**config.mk**
```make
export PLATFORM = sky130hd
export DESIGN_NAME = gpio_edge_capture
export DESIGN_NICKNAME = d
export VERILOG_FILES = /design/src/rtl/gpio_edge_capture_pkg.sv /design/src/rtl/gpio_edge_capture_debounce_bit.sv /design/src/rtl/gpio_edge_capture.sv
export SDC_FILE = /design/constraint.sdc
export NUM_CORES = 1
export LEC_CHECK = 0
export ABC_CLOCK_PERIOD_IN_PS = 3400
export BUFFER_PORTS_ARGS = -buffer_cell sky130_fd_sc_hd__buf_2
export CELL_PAD_IN_SITES_DETAIL_PLACEMENT = 1
export CELL_PAD_IN_SITES_GLOBAL_PLACEMENT = 1
export CORE_ASPECT_RATIO = 1.75
export CORE_MARGIN = 8
export CORE_UTILIZATION = 49
export CTS_CLUSTER_DIAMETER = 60
export CTS_CLUSTER_SIZE = 10
export DETAILED_ROUTE_END_ITERATION = 10
export PLACE_DENSITY = 0.9
export SYNTH_ARGS = -nofsm -noshare
export SYNTH_HDL_FRONTEND = slang
export SYNTH_SLANG_ARGS = --single-unit
```
**constraint.sdc**
```tcl
create_clock -name clk -period 3.4 [get_ports clk]
set_input_delay 0.34 -clock clk [delete_from_list [all_inputs] [get_ports clk]]
set_output_delay 0.34 -clock clk [all_outputs]
set_load 0.005 [all_outputs]
```
**src/rtl/gpio_edge_capture_pkg.sv**
```systemverilog
// Shared constants for the GPIO edge-capture peripheral: register word
// offsets (address bits [4:2]) and the debounce agreement counter width.
package gpio_edge_capture_pkg;

  localparam int unsigned DEB_CNT_W = 4;
  localparam int unsigned REG_IDX_W = 3;

  localparam logic [REG_IDX_W-1:0] GPIO_IN       = 3'd0;
  localparam logic [REG_IDX_W-1:0] GPIO_RISE_EN  = 3'd1;
  localparam logic [REG_IDX_W-1:0] GPIO_FALL_EN  = 3'd2;
  localparam logic [REG_IDX_W-1:0] GPIO_PENDING  = 3'd3;
  localparam logic [REG_IDX_W-1:0] GPIO_EVCOUNT  = 3'd4;
  localparam logic [REG_IDX_W-1:0] GPIO_DEBOUNCE = 3'd5;

endpackage

```
**src/rtl/gpio_edge_capture_debounce_bit.sv**
```systemverilog
// One GPIO input bit: 2-flop synchroniser followed by a tick-driven
// agreement counter that flips the debounced level after DEB_COUNT ticks.
module gpio_debounce_bit
  import gpio_edge_capture_pkg::*;
#(
  parameter int unsigned DEB_COUNT = 3
) (
  input  logic clk,
  input  logic rst,
  input  logic i_raw,
  input  logic i_tick,
  output logic o_deb
);

  logic                 r_sync0;
  logic                 r_sync1;
  logic                 r_deb;
  logic [DEB_CNT_W-1:0] r_cnt;
  logic [DEB_CNT_W-1:0] w_cnt_inc;

  assign w_cnt_inc = r_cnt + DEB_CNT_W'(1);

  always_ff @(posedge clk or negedge rst) begin
    if (!rst) begin
      r_sync0 <= 1'b0;
      r_sync1 <= 1'b0;
      r_deb   <= 1'b0;
      r_cnt   <= '0;
    end else begin
      r_sync0 <= i_raw;
      r_sync1 <= r_sync0;
      // Counter only moves on ticks; reaching the threshold flips and clears.
      if (i_tick) begin
        if (r_sync1 == r_deb) begin
          r_cnt <= '0;
        end else if (w_cnt_inc == DEB_CNT_W'(DEB_COUNT)) begin
          r_deb <= ~r_deb;
          r_cnt <= '0;
        end else begin
          r_cnt <= w_cnt_inc;
        end
      end
    end
  end

  assign o_deb = r_deb;

endmodule

```
**src/rtl/gpio_edge_capture.sv**
```systemverilog
// Wishbone GPIO input block: debounced inputs, masked edge detection,
// W1C pending register, 16-bit event counter and level interrupt.
module gpio_edge_capture
  import gpio_edge_capture_pkg::*;
#(
  parameter int unsigned WIDTH          = 8,
  parameter int unsigned DEB_COUNT      = 3,
  parameter int unsigned PRESCALE_RESET = 99
) (
  input  logic             clk,
  input  logic             rst,
  input  logic [WIDTH-1:0] gpio_i,
  input  logic             wb_cyc_i,
  input  logic             wb_stb_i,
  input  logic             wb_we_i,
  input  logic [31:0]      wb_adr_i,
  input  logic [3:0]       wb_sel_i,
  input  logic [31:0]      wb_dat_i,
  output logic [31:0]      wb_dat_o,
  output logic             wb_ack_o,
  output logic             intr_o
);

  logic [WIDTH-1:0]     w_deb;
  logic [WIDTH-1:0]     r_deb_prev;
  logic [WIDTH-1:0]     r_rise;
  logic [WIDTH-1:0]     r_fall;
  logic [WIDTH-1:0]     r_rise_en;
  logic [WIDTH-1:0]     r_fall_en;
  logic [WIDTH-1:0]     r_pending;
  logic [WIDTH-1:0]     w_ev;
  logic [WIDTH-1:0]     w_clr;
  logic [15:0]          r_evcount;
  logic [15:0]          r_prescale;
  logic [15:0]          r_pcnt;
  logic                 w_tick;
  logic                 w_acc;
  logic                 w_wr;
  logic [REG_IDX_W-1:0] w_idx;
  logic [31:0]          w_rdata;
  logic                 w_unused;

  assign w_acc = wb_cyc_i & wb_stb_i & ~wb_ack_o;
  assign w_wr  = w_acc & wb_we_i;
  assign w_idx = wb_adr_i[4:2];
  assign w_unused = &{1'b0, wb_adr_i, wb_sel_i, wb_dat_i};

  // Shared debounce sample tick.
  assign w_tick = (r_pcnt == r_prescale);

  always_ff @(posedge clk or negedge rst) begin
    if (!rst) begin
      r_prescale <= 16'(PRESCALE_RESET);
      r_pcnt     <= '0;
    end else if (w_wr && w_idx == GPIO_DEBOUNCE) begin
      r_prescale <= wb_dat_i[15:0];
      r_pcnt     <= '0;
    end else if (w_tick) begin
      r_pcnt <= '0;
    end else begin
      r_pcnt <= r_pcnt + 16'd1;
    end
  end

  for (genvar g = 0; g < int'(WIDTH); g++) begin : g_bit
    gpio_debounce_bit #(
      .DEB_COUNT(DEB_COUNT)
    ) u_deb (
      .clk   (clk),
      .rst   (rst),
      .i_raw (gpio_i[g]),
      .i_tick(w_tick),
      .o_deb (w_deb[g])
    );
  end

  assign w_ev  = (r_rise & r_rise_en) | (r_fall & r_fall_en);
  assign w_clr = (w_wr && w_idx == GPIO_PENDING) ? wb_dat_i[WIDTH-1:0] : '0;

  // Edge detect, event latching and counting.
  always_ff @(posedge clk or negedge rst) begin
    if (!rst) begin
      r_deb_prev <= '0;
      r_rise     <= '0;
      r_fall     <= '0;
      r_rise_en  <= '0;
      r_fall_en  <= '0;
      r_pending  <= '0;
      r_evcount  <= '0;
      intr_o     <= 1'b0;
    end else begin
      r_deb_prev <= w_deb;
      r_rise     <= w_deb & ~r_deb_prev;
      r_fall     <= ~w_deb & r_deb_prev;
      r_pending  <= (r_pending & ~w_clr) | w_ev;
      intr_o     <= |r_pending;
      if (w_wr && w_idx == GPIO_RISE_EN) r_rise_en <= wb_dat_i[WIDTH-1:0];
      if (w_wr && w_idx == GPIO_FALL_EN) r_fall_en <= wb_dat_i[WIDTH-1:0];
      if (w_wr && w_idx == GPIO_EVCOUNT) begin
        r_evcount <= wb_dat_i[15:0];
      end else if (|w_ev) begin
        r_evcount <= r_evcount + 16'd1;
      end
    end
  end

  always_comb begin
    w_rdata = '0;
    case (w_idx)
      GPIO_IN:       w_rdata = 32'(w_deb);
      GPIO_RISE_EN:  w_rdata = 32'(r_rise_en);
      GPIO_FALL_EN:  w_rdata = 32'(r_fall_en);
      GPIO_PENDING:  w_rdata = 32'(r_pending);
      GPIO_EVCOUNT:  w_rdata = 32'(r_evcount);
      GPIO_DEBOUNCE: w_rdata = 32'(r_prescale);
      default:       w_rdata = '0;
    endcase
  end

  // Single-cycle ack; read data captured with the access and held afterwards.
  always_ff @(posedge clk or negedge rst) begin
    if (!rst) begin
      wb_ack_o <= 1'b0;
      wb_dat_o <= '0;
    end else begin
      wb_ack_o <= w_acc;
      if (w_acc) wb_dat_o <= w_rdata;
    end
  end

endmodule

```
==> results.md, run 1 <==
* Clock sink total at 170
* CTS tree: built
* Clock Latency Late Sink at 430 ps
* RSZ-0062 raised after global routing: false
* Post-synthesis register bit count at 170
* Final HPWL DP at 14400 µm
* Final Power at 0.00689 W
* Max Buffers Root-to-Sink at 2
* Detailed-route DRC error count at 0
* Critical path required time at 3710 ps
* Top cells by count, synth: 166 x dfrtp_1, 68 x nand2_1, 61 x nor2_1
* Core ar. at 16300 µm²
* Area grow syn2layout at 12.6%
* Post-Syn Instances at 733
* Die X at 113 µm
* Hold Crit Depth at 2
* Share of cells above drive strength 1 at 19.7%
* Initial Utilization at 49.7%
* Status: complete, no violations
* Via density at 6.00
* Cell area after layout at 9110 µm²
* First-pass GRT wire length at 37000 µm
* Antenna violations before repair at 1
* H-Tree Depth at 4
* Critical R2R Capture: r_rise_en[4]$_DFFE_PN0P_
* Most frequent cell after synthesis: dfrtp_1
* Largest net degree at the start of global routing at 76
* Flop2flop setup slack at 890 ps
* Clk slew on worst S/H paths at 70 ps
* GRT Residual Overflow at 0
* CP Class: register to register
* CTS Buf Count at 17
* Max-Cap Viols at 0
* Crit path DAT at 2820 ps
* Post-DP Area at 8450 µm²
* Pleak at 4.26 nW
* Synth warn at 0
* Hold Vio Cnt, Final at 0
* Crit path max fanout at 29
* Slew Limit Fails at 0
* Worst Setup End Kind: register
* Final Critical Period at 2510 ps
* Ant. Diodes at 0
* GRT Util Overall at 23.0%
* Clock root buffer: clkbuf_16
* Most used DFF post-synth: dfrtp_1
* Vias at 5973
* Cell family with most CP delay: simple AND/OR/NAND/NOR gates
* Register area share after synthesis at 52.6%
* Routed Antenna Nets at 0
* Final setup fails at 0
* Die Area at 21100 µm²
* Top cell type's share of synthesized area at 51.3%
* Io pins at 115
* Async S/R FF share, synth at 100%
* Row cnt at 62
* WL final at 23100 µm
* Worst-Margin Slew at 804 ps
* Reg2Reg Depth at 5
* Total Neg Setup Slack at 0 ps
* Syn avg cell area at 11.0 µm²
* Relative slew slack at 46.1%
* Routability cong. at 0.820
* Die Y at 186 µm
* Wire per inst at 23.2 µm
* Worst path bufs/invs at 1
* Reg2reg start: wb_ack_o$_DFF_PN0_
* CP max stage cell: nor3_2
* Final Cycle Share at 73.9%
* Critical path depth at 5
* Maximum vdd ir drop at 0.000298 V
* DRT Pass-1 Iters at 4
* Number of nets in the layout at 890
* Area leader, netlist: dfrtp_1
* Critical path cell sequence: or2_2 -> clkinv_1 -> nand3_1 -> nor3_2 -> mux2_2
* Port Buffers at 49
* Critical Path Source Type: register
* Area of the mapped netlist at 8100 µm²
* Pwr/cell area at 755 nW/µm²
* Crit-path max cell delay at 650 ps
* Fmax at 0.398 GHz
* CP endpoint: r_rise_en[4]$_DFFE_PN0P_
* Hold WC Path Type: primary input to register
* Final Skew at 14.1 ps
* Vias in the first global route at 6857
* EDFF count, synth at 0
* Worst Setup SP: wb_ack_o$_DFF_PN0_
* Yosys cell types at 54
* 1st-iter DRT viols at 274
* Synth top area cells: dfrtp_1 51%, mux2_2 5.8%, xor2_1 4.9%
-- cells by family after synthesis --
group | Yosys count | synth area share [%]
xor gates and xnor gates | 61 | 6.60
DFF | 170 | 52.6
and+or+nand+nor | 245 | 14.8
adders and majority gates | 18 | 2.78
buffers and inverters | 52 | 3.71
AOI/OAI and AO/OA | 123 | 10.3
muxes | 63 | 9.10
other | 1 | 0.0463
-- through the flow --
step | setup slack [ps] | hold slack [ps] | std cells | utilization (%)
final | 886 | 163 | 996 | 56.0
after global routing | 776 | 168 | 996 | 56.0
after CTS | 884 | 143 | 996 | 56.0
after detailed placement | 880 | 336 | 955 | 51.9
after global placement | 921 | 333 | 955 | 51.9
after floorplan | 1450 | 44.4 | 748 | -
-- power breakdown --
part	switching [W]	total [W]	internal, W
registers	0.000670	0.00324	0.00257
clock network	0.000941	0.00192	0.000981
logic	0.000941	0.00172	0.000779
total	0.00255	0.00689	0.00433
-- registers in the layout, summed over array words and instances (netlist names) --
signal               flops
r_fall                   8
r_prescale              16
g_bit.u_deb.o_deb        8
g_bit.u_deb.r_sync1      8
r_pending                8
r_fall_en                8
r_evcount               16
r_rise_en                8
wb_dat_o                16
intr_o                   1
g_bit.u_deb.r_sync0      8
r_rise                   8
r_deb_prev               8
g_bit.u_deb.r_cnt       32
r_pcnt                  16
wb_ack_o                 1
-- layer usage --
layer	global-route usage (%)	vias up	part of all wire (%)
met3	4.48	95	3.4
met4	15.5	2	5.5
met2	43.1	173	56
met1	22.4	3045	35
met5	0	-	0.056
li1	-	2658	-
-- what timing repair did --
action / in CTS / in global routing
endpoints found under the hold margin: 79 / 0
resized for setup: 0 / 0
buffers inserted: 0 / 0
hold buffers: 9 / 0
-- worst min-delay path by stage --
stage / from / to
6_report: wb_dat_i[15] / r_prescale[15]$_DFFE_PN0P_
2_1_floorplan: rst / g_bit[0].u_deb.o_deb$_DFFE_PN0P_
3_3_place_gp: g_bit[7].u_deb.r_sync0$_DFF_PN0_ / g_bit[7].u_deb.r_sync1$_DFF_PN0_
3_5_place_dp: g_bit[7].u_deb.r_sync0$_DFF_PN0_ / g_bit[7].u_deb.r_sync1$_DFF_PN0_
4_1_cts: wb_dat_i[15] / r_prescale[15]$_DFFE_PN0P_
5_1_grt: wb_dat_i[15] / r_prescale[15]$_DFFE_PN0P_
-- final cells by class --
cell class | instances | area, µm²
clock buffers | 17 | 425
well taps | 192 | 240
inverters | 12 | 45.0
repair buffers | 64 | 399
fillers | 1780 | 7180
multi-input cells | 526 | 3590
flip-flops and latches | 170 | 4260
clock inverters | 15 | 153
-- layout by cell type (no fill, tap or decap), types with 15 or more instances in the layout --
cell type	n
a31oi_1	15
clkbuf_16	17
xnor2_1	16
mux2i_1	17
nor2b_1	26
a21oi_1	27
nand3_1	18
xor2_1	45
nand2_1	68
buf_2	48
dfrtp_1	166
nor3_1	15
conb_1	16
o21ai_0	33
mux2_2	42
ha_1	18
nor2_1	61
Note: power is estimated with default switching activity, not from simulation.
==> run 2, diff against run 1 <==
--- a/config.mk
+++ b/config.mk
@@ -5,17 +5,17 @@
 export SDC_FILE = /design/constraint.sdc
 export NUM_CORES = 1
 export LEC_CHECK = 0
-export ABC_CLOCK_PERIOD_IN_PS = 3400
+export ABC_CLOCK_PERIOD_IN_PS = 2500
 export BUFFER_PORTS_ARGS = -buffer_cell sky130_fd_sc_hd__buf_2
 export CELL_PAD_IN_SITES_DETAIL_PLACEMENT = 1
 export CELL_PAD_IN_SITES_GLOBAL_PLACEMENT = 1
 export CORE_ASPECT_RATIO = 1.75
 export CORE_MARGIN = 8
-export CORE_UTILIZATION = 49
+export CORE_UTILIZATION = 45
 export CTS_CLUSTER_DIAMETER = 60
 export CTS_CLUSTER_SIZE = 10
 export DETAILED_ROUTE_END_ITERATION = 10
-export PLACE_DENSITY = 0.9
+export PLACE_DENSITY = 0.84
 export SYNTH_ARGS = -nofsm -noshare
 export SYNTH_HDL_FRONTEND = slang
 export SYNTH_SLANG_ARGS = --single-unit
==> constraint.sdc (replaced) <==
create_clock -name clk -period 2.5 [get_ports clk]
set_input_delay 0.25 -clock clk [delete_from_list [all_inputs] [get_ports clk]]
set_output_delay 0.25 -clock clk [all_outputs]
set_load 0.005 [all_outputs]
==> results.md, run 2 (same netlist as run 1, synthesis figures left out) <==
* Status: complete, no violations (unchanged)
* GRT Util Overall at 19.1% (was 23.0%)
* 1st-iter DRT viols at 326 (was 274)
* Clock Latency Late Sink at 430 ps (about the same)
* DRT Pass-1 Iters at 4 (unchanged)
* CTS tree: built (unchanged)
* Total Neg Setup Slack at 0 ps (unchanged)
* Clock sink total at 170 (unchanged)
* Cell total after placement at 1005 (was 955)
* Final HPWL DP at 14700 µm (was 14400 µm)
* RSZ-0062 raised after global routing: false (unchanged)
* Pwr/cell area at 991 nW/µm² (was 755 nW/µm²)
* Core ar. at 17800 µm² (was 16300 µm²)
* Clk slew on worst S/H paths at 70 ps (about the same)
* Hold Crit Depth at 2 (unchanged)
* Critical path required time at 2830 ps (was 3710 ps)
* Maximum vdd ir drop at 0.000396 V (was 0.000298 V)
* Row cnt at 65 (was 62)
* Hold Vio Cnt, Final at 0 (unchanged)
* Hold WC Path Type: primary input to register (unchanged)
* Die Y at 193 µm (was 186 µm)
* Largest net degree at the start of global routing at 65 (was 76)
* CP Class: register to register (unchanged)
* Post-CTS Setup Repair Bufs at 0 (unchanged)
* GRT Residual Overflow at 0 (unchanged)
* Post-DP Area at 8580 µm² (was 8450 µm²)
* Worst path bufs/invs at 1 (unchanged)
* Routed Antenna Nets at 0 (unchanged)
* Routability cong. at 0.797 (was 0.820)
* Post-route non-filler standard cell count at 1046 (was 996)
* Final Skew at 14.0 ps (was 14.1 ps)
* Vias in the first global route at 6716 (was 6857)
* Share of cells above drive strength 1 at 20.3% (was 19.7%)
* Port Buffers at 49 (unchanged)
* Hold bufs inserted after CTS at 9 (unchanged)
* Critical path cell sequence: xor2_1 -> nor4_1 -> nand4_2 -> buf_12 -> or2_2 -> o31ai_1 (was or2_2 -> clkinv_1 -> nand3_1 -> nor3_2 -> mux2_2)
* Area grow syn2layout at 14.2% (was 12.6%)
* Die Area at 22700 µm² (was 21100 µm²)
* Max reg flops at 32 (unchanged)
* Worst setup margin at 327 ps (was 886 ps)
* Antenna violations before repair at 1 (unchanged)
* First-pass GRT wire length at 34800 µm (was 37000 µm)
* Io pins at 115 (unchanged)
* H-Tree Depth at 4 (unchanged)
* Largest register by flop count: g_bit.u_deb.r_cnt (unchanged)
* CP max stage cell: dfrtp_1 (was nor3_2)
* Crit path max fanout at 64 (was 29)
* Via density at 5.65 (was 6.00)
* Slew Limit Fails at 0 (unchanged)
* Reg2Reg Depth at 6 (was 5)
* Pleak at 4.30 nW (was 4.26 nW)
* Max Buffers Root-to-Sink at 2 (unchanged)
* Crit-path max cell delay at 460 ps (was 650 ps)
* Pre-CTS setup slack at 304 ps (was 880 ps)
* Die X at 117 µm (was 113 µm)
* Crit path DAT at 2500 ps (was 2820 ps)
* Final setup fails at 0 (unchanged)
* CTS Buf Count at 17 (unchanged)
* Critical path depth at 6 (was 5)
* Commonest non-fill, non-tap cell in the layout: dfrtp_1 (unchanged)
* Worst Setup End Kind: register (unchanged)
* Fill cell count at 1940 (was 1780)
* Commonest non-fill, non-tap cells in the layout: 166 x dfrtp_1, 68 x nand2_1, 61 x nor2_1 (unchanged)
* Final Critical Period at 2170 ps (was 2510 ps)
* Critical Path Source Type: register (unchanged)
* Vias at 5913 (was 5973)
* # resized after CTS at 0 (unchanged)
* Wire per inst at 20.1 µm (was 23.2 µm)
* Number of nets in the layout at 898 (was 890)
* Ant. Diodes at 0 (unchanged)
* Clock root buffer: clkbuf_16 (unchanged)
* Cell family with most CP delay: simple AND/OR/NAND/NOR gates (unchanged)
* Worst-Margin Slew at 624 ps (was 804 ps)
* Detailed-route DRC error count at 0 (unchanged)
* Relative slew slack at 58.2% (was 46.1%)
* Initial Utilization at 45.5% (was 49.7%)
* Final Cycle Share at 86.9% (was 73.9%)
* Fmax at 0.460 GHz (was 0.398 GHz)
* Max-Cap Viols at 0 (unchanged)
* Cell area after layout at 9250 µm² (was 9110 µm²)
* WL final at 21000 µm (was 23100 µm)
==> run 2: changes by cell type in the layout (fill, tap and decap cells not counted) <==
cell / previous run / this run
bufinv_16: 0 / 1
inv_6: 4 / 1
buf_4: 5 / 11
inv_8: 5 / 3
clkinv_4: 1 / 4
clkinv_8: 2 / 0
clkbuf_1: 0 / 1
buf_12: 1 / 3
clkinvlp_4: 2 / 4
==> run 2: routing by layer <==
| metal | up-vias | GRT usage, % | wire length [µm] |
|---|---|---|---|
| met5 | - | 0 | 10 |
| met4 | 2 | 11.8 | 1080 |
| met3 | 64 | 3.76 | 633 |
| met2 | 144 | 35.6 | 11800 |
| met1 | 3022 | 18.9 | 7500 |
| li1 | 2681 | - | - |
==> run 2: through the flow <==
step	hold WS (ps)	power [W]	util, %
after floorplan	-45.6	0.00579	-
after global placement	261	0.00636	48.2
after detailed placement	260	0.00657	48.2
after CTS	62.1	0.00924	51.9
after global routing	68.3	0.00970	51.9
final	71.2	0.00917	51.9
==> run 2: worst paths after layout <==
| check | slack (ps) | startpoint | endpoint |
|---|---|---|---|
| min reg2reg | 350 | g_bit[5].u_deb.r_sync0$_DFF_PN0_ | g_bit[5].u_deb.r_sync1$_DFF_PN0_ |
| min | 70 | wb_dat_i[14] | r_prescale[14]$_DFFE_PN0P_ |
| min in group asynchronous | 340 | rst | g_bit[0].u_deb.r_sync0$_DFF_PN0_ |
| max | 330 | r_pcnt[5]$_DFF_PN0_ | g_bit[4].u_deb.r_cnt[0]$_DFFE_PN0P_ |
| max reg2reg | 330 | r_pcnt[5]$_DFF_PN0_ | g_bit[4].u_deb.r_cnt[0]$_DFFE_PN0P_ |
| max in group asynchronous | 1430 | rst | r_prescale[6]$_DFFE_PN1P_ |
==> run 2: cell type report <==
type / instances / area, µm² / area share, %
tap: 234 / 293 / 3.17
clock buffer: 18 / 429 / 4.64
clock inverter: 14 / 143 / 1.54
inverter: 12 / 45.0 / 0.487
multi-input combinational: 526 / 3590 / 38.9
timing repair buffer: 72 / 484 / 5.24
sequential: 170 / 4260 / 46.1
==> run 2: where the power goes <==
group	leakage (nW)	internal, W	total, W	switching [W]
Clock	0.268	0.00140	0.00257	0.00117
Combinational	1.89	0.00107	0.00224	0.00117
Sequential	2.14	0.00350	0.00436	0.000854
Total	4.30	0.00597	0.00917	0.00320
==> run 3, diff against run 2 <==
--- a/config.mk
+++ b/config.mk
@@ -15,7 +15,7 @@
 export CTS_CLUSTER_DIAMETER = 60
 export CTS_CLUSTER_SIZE = 10
 export DETAILED_ROUTE_END_ITERATION = 10
-export PLACE_DENSITY = 0.84
+export PLACE_DENSITY = 0.83
 export SYNTH_ARGS = -nofsm -noshare
 export SYNTH_HDL_FRONTEND = slang
 export SYNTH_SLANG_ARGS = --single-unit
==> results.md, run 3 (same netlist as run 1, synthesis figures left out) <==
* Relative slew slack at 54.1% (was 58.2%)
* Final HPWL DP at 14700 µm (about the same)
* Sw Share at 35.7% (was 34.9%)
* Multi-input gate area at 3590 µm² (unchanged)
* GRT Residual Overflow at 0 (unchanged)
* Vias in the first global route at 6583 (was 6716)
* RSZ-0062 raised after global routing: false (unchanged)
* Final Skew at 10.8 ps (was 14.0 ps)
* Hold path start: wb_dat_i[12] (was wb_dat_i[14])
* Comb pwr share at 24.2% (was 24.4%)
* Port Buffers at 49 (unchanged)
* Area grow syn2layout at 14.2% (about the same)
* Critical Path Source Type: register (unchanged)
* Hold WC Path Type: primary input to register (unchanged)
* Final Core Density at 51.9% (about the same)
* Fmax at 0.444 GHz (was 0.460 GHz)
* Number of nets in the layout at 898 (unchanged)
* Hold bufs inserted after CTS at 9 (unchanged)
* Routability cong. at 0.819 (was 0.797)
* Maximum vdd ir drop at 0.000582 V (was 0.000396 V)
* Internal Dissipation at 0.00590 W (was 0.00597 W)
* Die X at 117 µm (unchanged)
* Cell total after placement at 1005 (unchanged)
* Largest net degree at the start of global routing at 73 (was 65)
* Critical path required time at 2800 ps (was 2830 ps)
* Seq pwr share at 47.4% (was 47.5%)
* GRT Util Overall at 18.6% (was 19.1%)
* Max-Cap Viols at 0 (unchanged)
* Switch Pwr at 0.00328 W (was 0.00320 W)
* Clock root buffer: clkbuf_16 (unchanged)
* Detailed-route DRC error count at 0 (unchanged)
* Final Cycle Share at 90.1% (was 86.9%)
* Clk slew on worst S/H paths at 70 ps (about the same)
* Post-CTS Setup Repair Bufs at 0 (unchanged)
* WL final at 20500 µm (was 21000 µm)
* Reg2reg start: r_prescale[3]$_DFFE_PN0P_ (was r_pcnt[5]$_DFF_PN0_)
* Total Neg Setup Slack at 0 ps (unchanged)
* Commonest non-fill, non-tap cells in the layout: 166 x dfrtp_1, 68 x nand2_1, 61 x nor2_1 (unchanged)
* Max reg flops at 32 (unchanged)
* Final Critical Period at 2250 ps (was 2170 ps)
* Worst Setup SP: r_prescale[3]$_DFFE_PN0P_ (was r_pcnt[5]$_DFF_PN0_)
* Share of cells above drive strength 1 at 20.4% (was 20.3%)
* Commonest non-fill, non-tap cell in the layout: dfrtp_1 (unchanged)
* Worst Setup End Kind: register (unchanged)
* Fill cell count at 1931 (was 1940)
* DRT Pass-1 Iters at 4 (unchanged)
* Initial Utilization at 45.5% (unchanged)
* # resized after CTS at 0 (unchanged)
* Post-route non-filler standard cell count at 1046 (unchanged)
* Seq. cell area at 4260 µm² (unchanged)
* Pleak at 4.32 nW (was 4.30 nW)
* Hold Vio Cnt, Final at 0 (unchanged)
* Wire per inst at 19.6 µm (was 20.1 µm)
* Final setup fails at 0 (unchanged)
* Crit path max fanout at 64 (unchanged)
* Io pins at 115 (unchanged)
* Die Area at 22700 µm² (unchanged)
* Row cnt at 65 (unchanged)
* Largest register by flop count: g_bit.u_deb.r_cnt (unchanged)
* CTS Buf Count at 17 (unchanged)
* Status: complete, no violations (unchanged)
* 1st-iter DRT viols at 211 (was 326)
* Pre-CTS setup slack at 234 ps (was 304 ps)
* Worst setup margin at 248 ps (was 327 ps)
* CTS tree: built (unchanged)
* Ant. Diodes at 0 (unchanged)
* Clock Latency Late Sink at 430 ps (about the same)
* Max Buffers Root-to-Sink at 2 (unchanged)
* Hold WS at 80.2 ps (was 71.2 ps)
* Clock sink total at 170 (unchanged)
* Pwr/cell area at 992 nW/µm² (was 991 nW/µm²)
* Die Y at 193 µm (unchanged)
* Clock share of power at 28.4% (was 28.1%)
* CP Class: register to register (unchanged)
* Routed Antenna Nets at 0 (unchanged)
* Slew Limit Fails at 0 (unchanged)
* Core ar. at 17800 µm² (unchanged)
* Worst-Margin Slew at 689 ps (was 624 ps)
* Antenna violations before repair at 1 (unchanged)
* H-Tree Depth at 4 (unchanged)
* Via density at 5.58 (was 5.65)
* Vias at 5833 (was 5913)
* Crit path DAT at 2550 ps (was 2500 ps)
* First-pass GRT wire length at 34100 µm (was 34800 µm)
[run 3: cell types whose count changed in the layout (fill, tap and decap cells not counted)]
cell / previous run / this run
clkbuf_1: 1 / 0
inv_8: 3 / 6
bufinv_16: 1 / 0
clkinv_8: 0 / 1
inv_6: 1 / 5
clkinv_4: 4 / 1
clkinvlp_4: 4 / 1
[run 3: area by class of cell]
cell class / count / share of cell area (%)
Sequential cell: 170 / 46.0
Multi-Input combinational cell: 526 / 38.9
Timing Repair Buffer: 72 / 5.24
Clock buffer: 17 / 4.60
Tap cell: 234 / 3.17
Clock inverter: 15 / 1.61
Inverter: 12 / 0.487
[run 3: path summary, 6_finish.rpt]
path | to | slack [ps] | depth (start not counted)
worst max-delay path | r_pcnt[5]$_DFF_PN0_ | 250 | 6
worst min-delay path | r_prescale[12]$_DFFE_PN0P_ | 80 | 2
worst max register to register | r_pcnt[5]$_DFF_PN0_ | 250 | 6
worst min register to register | g_bit[1].u_deb.r_sync1$_DFF_PN0_ | 350 | 0
max in group asynchronous | r_prescale[5]$_DFFE_PN1P_ | 1300 | 3
min in group asynchronous | g_bit[6].u_deb.r_cnt[3]$_DFFE_PN0P_ | 400 | 2
[run 3: power groups by stage]
stage / registers (W) / logic, W / clock network (W)
finish: 0.00435 / 0.00222 / 0.00260
detailed placement: 0.00438 / 0.00219 / 0
global placement: 0.00431 / 0.00205 / 0
CTS: 0.00434 / 0.00226 / 0.00264
floorplan: 0.00410 / 0.00169 / 0
global route: 0.00445 / 0.00250 / 0.00274
[run 3: per-stage QoR]
step           total power, W  cell area (µm²)
6_report              0.00918             9250
5_1_grt               0.00969             9250
4_1_cts               0.00925             9250
3_5_place_dp          0.00657             8580
3_3_place_gp          0.00636             8580
2_1_floorplan         0.00579             8150
[run 3: metal layers]
metal / vias to the layer above / GRT usage (%) / wire [µm]
met2: 111 / 35.3 / 11500
met3: 61 / 3.24 / 547
met1: 2979 / 17.9 / 7250
met5: - / 0 / 16
li1: 2680 / - / -
met4: 2 / 12.4 / 1130
[run 3: critical path, cell delays in order, from the launching register on]
cell	delay [ps]
dfrtp_1	480
xor2_1	210
nor4_1	430
nand4_2	200
buf_12	230
nand2_1	450
nor2_1	120
